**src/rtl/contador_pulsos_bcd.sv**
```systemverilog
// contador_pulsos_bcd: gated BCD pulse counter.
// Counts rising edges of the asynchronous input pulso while the measurement
// window ventana is high. When the window closes, the count is latched as
// packed BCD, together with a sticky overflow flag, and listo strobes for
// one cycle. The internal counter is then cleared for the next window.
// Ports:
//   clock     system clock
//   reset     synchronous, active-high reset
//   ventana   measurement window (clock-domain level)
//   pulso     external pulse input, asynchronous to clock
//   resultado latched count, packed BCD, digit 0 in bits [3:0]
//   desborde  latched overflow flag of the last completed window
//   listo     one-cycle strobe after a new result is latched
module contador_pulsos_bcd #(
    parameter int unsigned DIGITOS = 4
) (
    input  logic                   clock,
    input  logic                   reset,
    input  logic                   ventana,
    input  logic                   pulso,
    output logic [4*DIGITOS-1:0]   resultado,
    output logic                   desborde,
    output logic                   listo
);

    localparam int unsigned ANCHO = 4 * DIGITOS;

    logic             p_s1, p_s2, p_d;
    logic             ven_s, v_d;
    logic [ANCHO-1:0] cuenta;
    logic             ovf;

    logic             flanco;
    logic             cierre;
    logic             todos_nueve;
    logic             acarreo;
    logic [ANCHO-1:0] cuenta_inc;

    // The window is registered once so that cierre lands one cycle after
    // ventana is sampled low; counting uses the same registered copy so a
    // flanco in the cierre cycle is never counted.
    assign flanco = p_s2 & ~p_d;
    assign cierre = ~ven_s & v_d;

    // Ripple BCD increment and all-nines detection.
    always_comb begin
        cuenta_inc  = cuenta;
        acarreo     = 1'b1;
        todos_nueve = 1'b1;
        for (int i = 0; i < int'(DIGITOS); i++) begin
            if (cuenta[4*i +: 4] != 4'd9) begin
                todos_nueve = 1'b0;
            end
            if (acarreo) begin
                if (cuenta[4*i +: 4] == 4'd9) begin
                    cuenta_inc[4*i +: 4] = 4'd0;
                end else begin
                    cuenta_inc[4*i +: 4] = cuenta[4*i +: 4] + 4'd1;
                    acarreo              = 1'b0;
                end
            end
        end
    end

    // Synchronizer, edge registers, counter and result latch.
    always_ff @(posedge clock) begin
        if (reset) begin
            p_s1      <= 1'b0;
            p_s2      <= 1'b0;
            p_d       <= 1'b0;
            ven_s     <= 1'b0;
            v_d       <= 1'b0;
            cuenta    <= '0;
            ovf       <= 1'b0;
            resultado <= '0;
            desborde  <= 1'b0;
            listo     <= 1'b0;
        end else begin
            p_s1  <= pulso;
            p_s2  <= p_s1;
            p_d   <= p_s2;
            ven_s <= ventana;
            v_d   <= ven_s;
            listo <= cierre;
            if (cierre) begin
                resultado <= cuenta;
                desborde  <= ovf;
                cuenta    <= '0;
                ovf       <= 1'b0;
            end else if (ven_s && flanco) begin
                if (todos_nueve) begin
                    ovf <= 1'b1;
                end else begin
                    cuenta <= cuenta_inc;
                end
            end
        end
    end

endmodule

```
**config.mk**
```make
export PLATFORM = sky130hd
export DESIGN_NAME = contador_pulsos_bcd
export DESIGN_NICKNAME = d
export VERILOG_FILES = /design/src/rtl/contador_pulsos_bcd.sv
export SDC_FILE = /design/constraint.sdc
export NUM_CORES = 1
export LEC_CHECK = 0
export CORE_MARGIN = 5
export CORE_UTILIZATION = 45
export DETAILED_ROUTE_END_ITERATION = 10
export PLACE_DENSITY = 0.75
export SYNTH_ARGS = -nofsm -noshare
export SYNTH_HDL_FRONTEND = slang
export SYNTH_SLANG_ARGS = --single-unit
```
**constraint.sdc**
```tcl
create_clock -name clock -period 3.07 [get_ports clock]
set_input_delay 0.921 -clock clock [delete_from_list [all_inputs] [get_ports clock]]
set_output_delay 0.921 -clock clock [all_outputs]
set_load 0.02 [all_outputs]
```
==> metrics.csv <==
stage,metric,value,unit
power,power.leakage,0.634,nW
min_path,min_path_type,register to register,
sta,max_freq,451,MHz
synth,ys_top_cells_by_area,"dfxtp_1 52%, a22o_1 9.6%, nor2b_1 4.0%, nor2_1 2.4%, a21oi_1 2.3%",
global_route,antenna_found_initial,0,
setup_path,arrival,1290,ps
floorplanning,num_rows,21,
run,drv_cap,0,
global_route,grt_overflow,0,
routing,first_pass_iters,4,
sta,relSlewSlack,0.705,
global_route,grt_first_pass_wirelength,5110,um
floorplanning,ios,22,
outcome,status,"complete, no violations",
clock_tree,cts_tree,done,
synth,avgSynthCellArea,10.2,sq um
min_path,whs_path_depth,1,
clock_tree,post_cts_resized,0,
final_layout,nFillCells,305,
power,power.density,429,nW/um^2
synth,synthFlopType,dfxtp_1,
synth,synth_edf_count,0,
power,clkPwrFrac,0.303,
synth,synth_top_family_by_area,compound AO/OA/AOI/OAI gates,
clock_tree,post_cts_buffers,0,
floorplanning,die_height,68.7,um
power,p_seq_frac,0.667,
clock_tree,clkLatencyLatePin,330,ps
clock_tree,postCtsHoldBufs,0,
clock_tree,clk_path_buf_depth,2,
setup_path,cpPeakStageDelay,610,ps
synth,yosys_warnings,0,
routing,route.detailed.drc,0,
synth,synth_fa_ha_area_frac,0,
routing,avgRoutedWirePerCell,13.5,um
setup_path,crit_cells,1,
sta,skew,16.7,ps
clock_tree,cts_made_buffers,5,
routing,num_vias,1170,
final_layout,ff_latch_area,801,sq um
power,switching_share,0.215,
synth,synth_fp_nets,156,
setup_path,crit_buf_inv,1,
power,comb_power_share,0.030,
sta,drv_slew,0,
clock_tree,ctsHtreeMaxLevel,2,
placed_design,dp_hpwl,2040,um
placed_design,dp.cells,211,
floorplanning,start_util,0.464,
synth,synthMuxAreaShare,0.00646,
setup_path,critPathTopFamily,buffers and inverters,
sta,whs,469,ps
synth,synthXorXnorAreaFrac,0.0170,
power,p_sw,169,uW
power,vdd_ir_drop_max,0.262,mV
routing,drt-total-wl,2950,um
floorplanning,core,3340,sq um
sta,fin_crit_sh,0.722,
final_layout,num_antenna_cells,0,
setup_path,path_cells,clkdlybuf4s50_1,
placed_design,numPortBuffers,21,
synth,synth-simple-area-share,0.208,
placed_design,gp_congestion,0.735,
final_layout,syn2layout_area_growth,18.0,%
synth,yosysTopAreaCell,dfxtp_1,
sta,finalHoldViolations,0,
floorplanning,die_area,4720,sq um
setup_path,r2r_cells,4,
clock_tree,clk_pin_slew_worst_paths,120,ps
routing,final_antenna_net_count,0,
clock_tree,root_buffer,clkbuf_4,
setup_path,cp_max_fo,2,
power,internal_power,615,uW
final_layout,fin_nets,176,
synth,synth.top_cell.area_share,0.517,
synth,ys_ff_latch,40,
global_route,grt_max_degree,24,
final_layout,multiInputGateArea,683,sq um
global_route,grt_pass1_vias,1137,
final_layout,drive_above_1_share,0.0814,
synth,syn_area,1550,sq um
setup_path,critPathKind,register to output port,
synth,synthArstFlopShare,0,
floorplanning,die_w,68.7,um
sta,rsz0062_at_grt,no,
synth,yosysUniqueCellTypes,41,
final_layout,final_cells,218,
clock_tree,clock-sinks,40,
routing,viasPerCell,5.37,
synth,synth_compound_area_frac,0.210,
sta,min_period,2220,ps
synth,synth_cells,152,
global_route,grt_use_total,0.143,
sta,fin_tns_setup,0,ps
setup_path,worstPathRequired,2150,ps
routing,drtIter0Drc,83,
setup_path,cp_slowest_cell,clkdlybuf4s50_1,
synth,yosysSeqAreaShare,0.517,
setup_path,worst_setup_path_end_kind,output port,
sta,setup_violations,0,
sta,tightest_slew,443,ps
setup_path,worst_setup_path_start_kind,register,
-- metrics by stage --
stage | cell area, sq um | power (mW) | setup WS (ps) | util
6_report | 1830 | 0.784 | 855 | 0.548
5_1_grt | 1830 | 0.817 | 791 | 0.548
4_1_cts | 1830 | 0.794 | 836 | 0.548
3_5_place_dp | 1780 | 0.559 | 681 | 0.534
3_3_place_gp | 1780 | 0.558 | 731 | 0.534
2_1_floorplan | 1550 | 0.550 | 1310 | -
-- sequential cells by signal, indices dropped and copies added, names as in the netlist --
name       cells
ven_s          1
v_d            1
resultado     16
listo          1
desborde       1
ovf            1
p_d            1
p_s1           1
cuenta        16
p_s2           1
-- power by group through the flow --
stage | clock network [mW] | registers, mW | logic (mW)
after floorplan | 0 | 0.535 | 0.0144
after global routing | 0.267 | 0.524 | 0.0260
after detailed placement | 0 | 0.535 | 0.0240
after global placement | 0 | 0.535 | 0.0233
after CTS | 0.246 | 0.524 | 0.0239
final | 0.237 | 0.523 | 0.0236
-- cells by family (layout without fill, tap and decap cells) --
| group | after synthesis | after routing |
|---|---|---|
| simple gates | 52 | 52 |
| flops | 40 | 40 |
| xor+xnor | 3 | 3 |
| compound gates | 42 | 42 |
| buf+inv | 14 | 34 |
| mux | 1 | 1 |
-- cell type report --
class | instances | area share
Sequential cell | 40 | 0.438
Multi-Input combinational cell | 98 | 0.374
Timing Repair Buffer | 23 | 0.123
Tap cell | 46 | 0.0315
Clock buffer | 6 | 0.0226
Inverter | 4 | 0.00821
Clock inverter | 1 | 0.00274
-- Yosys cell counts, types with 3 or more instances --
cell type / n
a21oi_1: 7
clkbuf_1: 6
and3_1: 3
inv_1: 4
nor2_1: 10
nand4_1: 5
nor2b_1: 10
nand2_1: 8
or4_1: 3
o31ai_1: 4
a22o_1: 17
dfxtp_1: 40
-- cell usage in the layout (no fill, tap or decap), drive strengths merged, types with 3 or more instances in the layout --
master / n
clkbuf: 6
o31ai: 4
nand2: 8
a21oi: 7
dfxtp: 40
or4: 3
and4bb: 3
clkdlybuf4s50: 21
nand3: 3
nand4: 5
and3: 3
nor2: 10
nor2b: 10
a22o: 17
inv: 4
-- per-layer routing --
metal / global-route usage / vias to the layer above / wire (um)
met5: 0 / - / 0
met4: 0.0571 / 0 / 14
met3: 0.0373 / 2 / 115
met2: 0.238 / 28 / 1410
met1: 0.175 / 541 / 1410
li1: - / 599 / -
-- worst register-to-register path, stage by stage, from the launching register on --
cell and delay (ps):
dfxtp_1 430, and4bb_1 450, nand3_1 190, or3b_2 480, a21oi_1 170
-- worst paths after layout --
check | start | to | slack (ps)
max reg2reg | cuenta[0]$_SDFFE_PP0P_ | cuenta[5]$_SDFFE_PP0P_ | 1280
max | resultado[4]$_SDFFE_PP0P_ | resultado[4] | 850
min | p_s1$_SDFF_PP0_ | p_s2$_SDFF_PP0_ | 470
min reg2reg | p_s1$_SDFF_PP0_ | p_s2$_SDFF_PP0_ | 470
Note: power is estimated with default switching activity, not from simulation.
